**src/rtl/sb_param_ccff_pkg.sv**
```systemverilog
// sb_param_pkg: shared types and helpers for the parametrised corner switch block.
//   SEL_W     : select bits per routing mux (4-input muxes -> 2)
//   sel_e     : routing mux source encoding
//   state_e   : configuration load controller states
//   cfg_bits  : total configuration chain length for a channel width
package sb_param_pkg;

  localparam int SEL_W = 2;

  typedef enum logic [1:0] {
    SEL_GRID     = 2'd0,
    SEL_TWIST    = 2'd1,
    SEL_STRAIGHT = 2'd2,
    SEL_ZERO     = 2'd3
  } sel_e;

  typedef enum logic [1:0] {
    IDLE = 2'd0,
    LOAD = 2'd1,
    DONE = 2'd2,
    OVER = 2'd3
  } state_e;

  // Two sides (top, left), one mux per track, sw select bits per mux.
  function automatic int cfg_bits(input int w, input int sw = SEL_W);
    return 2 * w * sw;
  endfunction

endpackage

```
**src/rtl/sb_param_ccff_if.sv**
```systemverilog
// sb_param_ccff_if: routing bus of the corner switch block.
//   chany_top_in / chanx_left_in   : incoming channel tracks
//   top_grid_pin / left_grid_pin   : grid output pins feeding each side
//   chany_top_out / chanx_left_out : driven channel tracks
// Modports: master (environment side), slave (switch block side).
interface sb_param_ccff_if #(
  parameter int CHAN_WIDTH = 9
);
  logic [CHAN_WIDTH-1:0] chany_top_in;
  logic [CHAN_WIDTH-1:0] chanx_left_in;
  logic [CHAN_WIDTH-1:0] top_grid_pin;
  logic [CHAN_WIDTH-1:0] left_grid_pin;
  logic [CHAN_WIDTH-1:0] chany_top_out;
  logic [CHAN_WIDTH-1:0] chanx_left_out;

  modport master (
    output chany_top_in, chanx_left_in, top_grid_pin, left_grid_pin,
    input  chany_top_out, chanx_left_out
  );

  modport slave (
    input  chany_top_in, chanx_left_in, top_grid_pin, left_grid_pin,
    output chany_top_out, chanx_left_out
  );
endinterface

```
**src/rtl/sb_param_ccff_mux4.sv**
```systemverilog
// sb_route_mux4: one 4-input routing mux.
//   i_d   : candidate sources, index = select code (grid, twist, straight, zero)
//   i_sel : select code from the configuration
//   o_y   : routed track
module sb_route_mux4
  import sb_param_pkg::*;
(
  input  logic [3:0]       i_d,
  input  logic [SEL_W-1:0] i_sel,
  output logic             o_y
);
  always_comb begin
    o_y = 1'b0;
    case (sel_e'(i_sel))
      SEL_GRID:     o_y = i_d[0];
      SEL_TWIST:    o_y = i_d[1];
      SEL_STRAIGHT: o_y = i_d[2];
      SEL_ZERO:     o_y = 1'b0;
      default:      o_y = 1'b0;
    endcase
  end
endmodule

```
**src/rtl/sb_param_ccff.sv**
```systemverilog
// sb_param_ccff: parametrised corner switch block (top + left sides) configured
// through a serial scan chain, with a load controller reporting done/overflow.
// Ports:
//   prog_clk, pReset (async, active low)
//   ccff_head, ccff_shift_en, ccff_restart : chain data and control
//   cfg_commit : copy chain into active config (shadow build only)
//   ccff_tail, cfg_done, cfg_overflow      : chain out and load status
//   bus (sb_param_ccff_if.slave)           : routing tracks and grid pins
// Build option: SB_CFG_SHADOW_EN adds an active-config shadow register so the
// routing only changes on a commit in DONE; otherwise the muxes read the chain.
module sb_param_ccff
  import sb_param_pkg::*;
#(
  parameter int CHAN_WIDTH = 9,
  parameter int SEL_W      = sb_param_pkg::SEL_W
) (
  input  logic prog_clk,
  input  logic pReset,
  input  logic ccff_head,
  input  logic ccff_shift_en,
  input  logic ccff_restart,
  input  logic cfg_commit,
  output logic ccff_tail,
  output logic cfg_done,
  output logic cfg_overflow,
  sb_param_ccff_if.slave bus
);
  localparam int CFG_BITS = cfg_bits(CHAN_WIDTH, SEL_W);
  localparam int CNT_W    = $clog2(CFG_BITS + 2);

  logic [CFG_BITS-1:0] r_cfg;
  logic [CFG_BITS-1:0] w_sel_src;
  state_e              r_state, w_nxt_state;
  logic [CNT_W-1:0]    r_cnt, w_nxt_cnt;

  // Chain shifts independently of the controller, including during restart.
  always_ff @(posedge prog_clk or negedge pReset) begin
    if (!pReset)            r_cfg <= '0;
    else if (ccff_shift_en) r_cfg <= {r_cfg[CFG_BITS-2:0], ccff_head};
  end

  assign ccff_tail = r_cfg[CFG_BITS-1];

`ifdef SB_CFG_SHADOW_EN
  logic [CFG_BITS-1:0] r_act;
  always_ff @(posedge prog_clk or negedge pReset) begin
    if (!pReset)                              r_act <= '0;
    else if (cfg_commit && r_state == DONE)   r_act <= r_cfg;
  end
  assign w_sel_src = r_act;
`else
  logic w_unused_commit;
  assign w_unused_commit = cfg_commit;
  assign w_sel_src       = r_cfg;
`endif

  // Controller: state register
  always_ff @(posedge prog_clk or negedge pReset) begin
    if (!pReset) begin
      r_state <= IDLE;
      r_cnt   <= '0;
    end else begin
      r_state <= w_nxt_state;
      r_cnt   <= w_nxt_cnt;
    end
  end

  // Controller: next state. Restart wins over a coincident shift.
  always_comb begin
    w_nxt_state = r_state;
    w_nxt_cnt   = r_cnt;
    if (ccff_restart) begin
      w_nxt_state = IDLE;
      w_nxt_cnt   = '0;
    end else if (ccff_shift_en) begin
      case (r_state)
        IDLE: begin
          w_nxt_cnt   = CNT_W'(1);
          w_nxt_state = (CFG_BITS == 1) ? DONE : LOAD;
        end
        LOAD: begin
          w_nxt_cnt = r_cnt + CNT_W'(1);
          if (r_cnt + CNT_W'(1) == CNT_W'(CFG_BITS)) w_nxt_state = DONE;
        end
        DONE: begin
          w_nxt_cnt   = CNT_W'(CFG_BITS + 1);
          w_nxt_state = OVER;
        end
        OVER: w_nxt_cnt = CNT_W'(CFG_BITS + 1);
        default: begin
          w_nxt_state = IDLE;
          w_nxt_cnt   = '0;
        end
      endcase
    end
  end

  // Controller: outputs. OVER is only left via restart/reset, so the flag is sticky.
  always_comb begin
    cfg_done     = (r_state == DONE);
    cfg_overflow = (r_state == OVER);
  end

  // Routing: mux j < W drives top track j, otherwise left track j-W.
  logic [2*CHAN_WIDTH-1:0] w_route;
  for (genvar j = 0; j < 2*CHAN_WIDTH; j++) begin : g_mux
    localparam int I  = j % CHAN_WIDTH;
    localparam int TW = (CHAN_WIDTH - I) % CHAN_WIDTH;
    logic [3:0] w_d;
    if (j < CHAN_WIDTH) begin : g_top
      assign w_d = {1'b0, bus.chanx_left_in[I], bus.chanx_left_in[TW], bus.top_grid_pin[I]};
    end else begin : g_left
      assign w_d = {1'b0, bus.chany_top_in[I], bus.chany_top_in[TW], bus.left_grid_pin[I]};
    end
    sb_route_mux4 u_mux (
      .i_d  (w_d),
      .i_sel(w_sel_src[j*SEL_W +: SEL_W]),
      .o_y  (w_route[j])
    );
  end

  assign bus.chany_top_out  = w_route[CHAN_WIDTH-1:0];
  assign bus.chanx_left_out = w_route[2*CHAN_WIDTH-1:CHAN_WIDTH];

endmodule

```
**src/flat_wrapper.sv**
```systemverilog
// flat-port wrapper written by rule: the top's interface ports become plain ports
module sb_param_ccff_flat import sb_param_pkg::*;
#(
  parameter int CHAN_WIDTH = 9,
  parameter int SEL_W      = sb_param_pkg::SEL_W
)
  (prog_clk, pReset, ccff_head, ccff_shift_en, ccff_restart, cfg_commit, ccff_tail, cfg_done, cfg_overflow, bus_chany_top_in, bus_chanx_left_in, bus_top_grid_pin, bus_left_grid_pin, bus_chany_top_out, bus_chanx_left_out);
  sb_param_ccff_if #(.CHAN_WIDTH(CHAN_WIDTH)) bus_i ();
  input  logic prog_clk;
  input  logic pReset;
  input  logic ccff_head;
  input  logic ccff_shift_en;
  input  logic ccff_restart;
  input  logic cfg_commit;
  output logic ccff_tail;
  output logic cfg_done;
  output logic cfg_overflow;
  input wire logic [$bits(bus_i.chany_top_in)-1:0] bus_chany_top_in;
  input wire logic [$bits(bus_i.chanx_left_in)-1:0] bus_chanx_left_in;
  input wire logic [$bits(bus_i.top_grid_pin)-1:0] bus_top_grid_pin;
  input wire logic [$bits(bus_i.left_grid_pin)-1:0] bus_left_grid_pin;
  output wire logic [$bits(bus_i.chany_top_out)-1:0] bus_chany_top_out;
  output wire logic [$bits(bus_i.chanx_left_out)-1:0] bus_chanx_left_out;
  assign bus_i.chany_top_in = bus_chany_top_in;
  assign bus_i.chanx_left_in = bus_chanx_left_in;
  assign bus_i.top_grid_pin = bus_top_grid_pin;
  assign bus_i.left_grid_pin = bus_left_grid_pin;
  assign bus_chany_top_out = bus_i.chany_top_out;
  assign bus_chanx_left_out = bus_i.chanx_left_out;
  sb_param_ccff #(.CHAN_WIDTH(CHAN_WIDTH), .SEL_W(SEL_W)) u_core (.prog_clk(prog_clk), .pReset(pReset), .ccff_head(ccff_head), .ccff_shift_en(ccff_shift_en), .ccff_restart(ccff_restart), .cfg_commit(cfg_commit), .ccff_tail(ccff_tail), .cfg_done(cfg_done), .cfg_overflow(cfg_overflow), .bus(bus_i));
endmodule
```
**config.mk**
```make
export PLATFORM = sky130hd
export DESIGN_NAME = sb_param_ccff_flat
export DESIGN_NICKNAME = d
export VERILOG_FILES = /design/src/rtl/sb_param_ccff_pkg.sv /design/src/rtl/sb_param_ccff_if.sv /design/src/rtl/sb_param_ccff_mux4.sv /design/src/rtl/sb_param_ccff.sv /design/src/flat_wrapper.sv
export SDC_FILE = /design/constraint.sdc
export NUM_CORES = 1
export LEC_CHECK = 0
export CAP_MARGIN = 20
export CORE_MARGIN = 3
export CORE_UTILIZATION = 50
export CTS_BUF_LIST = sky130_fd_sc_hd__clkbuf_4 sky130_fd_sc_hd__clkbuf_8
export DETAILED_ROUTE_END_ITERATION = 16
export PLACE_DENSITY = 0.84
export SYNTH_ARGS = -nofsm -noshare
export SYNTH_HDL_FRONTEND = slang
export SYNTH_SLANG_ARGS = --single-unit
```
**constraint.sdc**
```tcl
create_clock -name prog_clk -period 1.95 [get_ports prog_clk]
set_input_delay 0.39 -clock prog_clk [delete_from_list [all_inputs] [get_ports prog_clk]]
set_output_delay 0.39 -clock prog_clk [all_outputs]
set_load 0.005 [all_outputs]
```
==> metrics.csv <==
metric,value,unit
outcome,completed,
Syn-to-layout area delta,27.17,%
clk slew on worst S/H paths,0.08,ns
Critical Path RT,1.56,ns
final worst setup slack,0.1186,ns
DRC,0,
Area contributors post-synth,"dfrtp_1 (46%), mux2_2 (15%), mux2i_1 (6.6%), buf_4 (5.6%), o21ai_0 (3.7%)",
RSZ-0062 raised after global routing,no,
final hold violations,0,
H-tree levels,2,
fin crit share,93.92,%
DP HPWL,3442,µm
MaxCap Viol Count,0,
Setup Crit Path Kind,flip-flop to output pin,
Synth Warn #,0,
Tot Pwr,0.003280,W
startpoint types,flip-flop,
vias,1755,
register area share after synthesis,45.71,%
io pins,63,
Pleak,1.391,nW
Filler cells,349,
largest net degree at the start of global routing,27,
die extent in x,75.41,µm
crit path DAT,1.44,ns
max frequency,546.0,MHz
synthesized instance count,220,
largest area contributor in the synthesized netlist,dfrtp_1,
area share of the largest cell type after synthesis,45.71,%
Area after DPL,0.002950,mm²
WL final,4645,µm
chip height,75.41,µm
DRT iter0 DRCs,87,
latest clock arrival within the worst-skew pair,0.30,ns
gp weighted congestion,0.7385,
# setup viols final,0,
Port Buffers,61,
final-stage net count,319,
hold buffers post-CTS,0,
headroom to the max-slew limit,66.23,%
minimum hold slack,0.04480,ns
DP Cell Count,314,
cts bufs inserted,5,
GR Overflow Total,0,
crit path cell chain,"ha_1, clkdlybuf4s50_1",
Final ANT Viol Nets,0,
dominant synthesized flop cell,dfrtp_1,
Final Slew Violations,0,
Hold WC Path Type,input pin to asynchronous set/reset pin,
post-synthesis register bit count,44,
Row Count,24,
worst IR drop on VDD,0.4785,mV
GRT Overall Usage,16.83,%
Initial Utilization,53.47,%
number of synthesized flops with an enable pin,0,
Mean Syn Cell Area,10.95,µm²
power per cell area,1071,mW/mm²
dpl ws,-0.08827,ns
via/cell ratio,5.433,
synth unique cells,33,
clk root buf,clkbuf_8,
core area,0.004504,mm²
first-pass GRT wire length,7286,µm
Tmin final,1.831,ns
Worst path slowest cell,clkdlybuf4s50_1,
finished layout cell area,0.003063,mm²
vias in the first global route,1661,
skew final,0.01044,ns
CTS sink cnt,44,
initial antenna violation count,0,
Worst Tran Pin Value,0.5065,ns
Syn Std Cell Area,0.002409,mm²
Mapped Nets,269,
CP endpoint kind,output pin,
CP peak stage delay,0.51,ns
share of cells above drive strength 1,19.56,%
asr flop ratio synth,100.0,%
CP max FO,5,
TritonCTS clock tree,done,
drt pass-1 iters,4,
"Cell Count, Final, Fillers Out",323,
die area,0.005686,mm²
clk buf depth,2,
WL per Instance,14.38,µm
n_diodes,0,
-- cell type report --
class | count | area, µm² | area share, %
Inverter | 10 | 37.54 | 1.225
Timing Repair Buffer | 68 | 633.1 | 20.67
Clock inverter | 2 | 38.79 | 1.266
Sequential cell | 44 | 1102 | 35.99
Tap cell | 52 | 65.06 | 2.124
Clock buffer | 6 | 82.58 | 2.696
Multi-Input combinational cell | 141 | 1104 | 36.03
-- logic make-up (layout without fill, tap and decap cells) --
family                   count (synthesis)  in the layout  share of synthesized area (%)
adder cells (fa/ha/maj)                  7              7                          3.636
AND/OR/NAND/NOR                         46             46                          10.44
buffers and inverters                   35             86                          8.572
AO/OA/AOI/OAI                           40             40                          10.03
flip-flops                              44             44                          45.71
multiplexers                            48             48                          21.61
-- synthesized netlist by cell type, types with 4 or more instances --
library cell   n
nand2_1       19
mux2i_1       16
ha_1           7
buf_4         18
nand3b_1      10
buf_2          6
dfrtp_1       44
mux2_2        32
inv_1         10
o21ai_0       18
o22ai_1        8
a21oi_1        4
-- metrics by stage --
step | setup TNS [ns] | utilization, %
floorplan | 0 | -
global placement | -0.6618 | 65.50
detailed placement | -0.9052 | 65.50
CTS | 0 | 67.92
global route | 0 | 68.00
finish | 0 | 68.00
-- worst max-delay path: cells and delay by family (launching register included) --
family                   cells  cell delay [ns]
flip-flops                   1             0.41
buffers and inverters        1             0.51
adder cells (fa/ha/maj)      1             0.22
-- timing repair --
action | CTS | global route
hold endpoints to repair | 0 | 0
gates resized for setup | 19 | 2
setup buffers | 1 | 0
endpoints found under the setup margin | 19 | 3
-- sequential cells by signal (all words and copies together) (netlist names) --
signal,count
u_core.r_cnt,6
u_core.r_cfg,36
u_core.r_state,2
-- placed cells by master (no fill, tap or decap), types with 6 or more instances in the layout --
cell / Yosys / layout
dlygate4sd2_1: 0 / 18
ha_1: 7 / 6
nand2_1: 19 / 19
clkdlybuf4s50_1: 0 / 40
nand3b_1: 10 / 10
dfrtp_1: 44 / 43
o22ai_1: 8 / 8
clkbuf_8: 0 / 6
o21ai_0: 18 / 18
mux2i_1: 16 / 16
mux2_2: 32 / 32
inv_1: 10 / 10
buf_4: 18 / 7
-- per-layer routing --
| layer | part of all wire [%] | GRT usage, % | vias to the layer above | wire [µm] |
|---|---|---|---|---|
| met4 | 1.6 | 6.408 | 0 | 74 |
| li1 | - | - | 868 | - |
| met1 | 43 | 20.05 | 840 | 1993 |
| met3 | 6.5 | 4.881 | 8 | 301 |
| met5 | 0 | 0 | - | 0 |
| met2 | 49 | 28.76 | 39 | 2276 |
-- path summary, 6_finish.rpt --
kind | startpoint | endpoint | slack [ns] | cells after the start
setup reg to reg | u_core.r_state[0] | u_core.r_state[1] | 0.14 | 6
setup / recovery | u_core.r_state[1] | cfg_overflow | 0.12 | 2
min in group prog_clk | ccff_shift_en | u_core.r_cnt[0] | 0.33 | 2
hold / removal | pReset | u_core.r_cfg[3] | 0.04 | 1
max in group asynchronous | pReset | u_core.r_state[0] | 1.33 | 2
hold reg to reg | u_core.r_cfg[18] | u_core.r_cfg[19] | 0.48 | 2
-- power breakdown --
group / internal, W / switching (W) / total (W)
combinational: 0.000685 / 0.000393 / 0.00108
sequential: 0.00119 / 0.000288 / 0.00147
clock: 0.000419 / 0.000310 / 0.000728
total: 0.00229 / 0.000991 / 0.00328
Note: power is estimated with default switching activity, not from simulation.
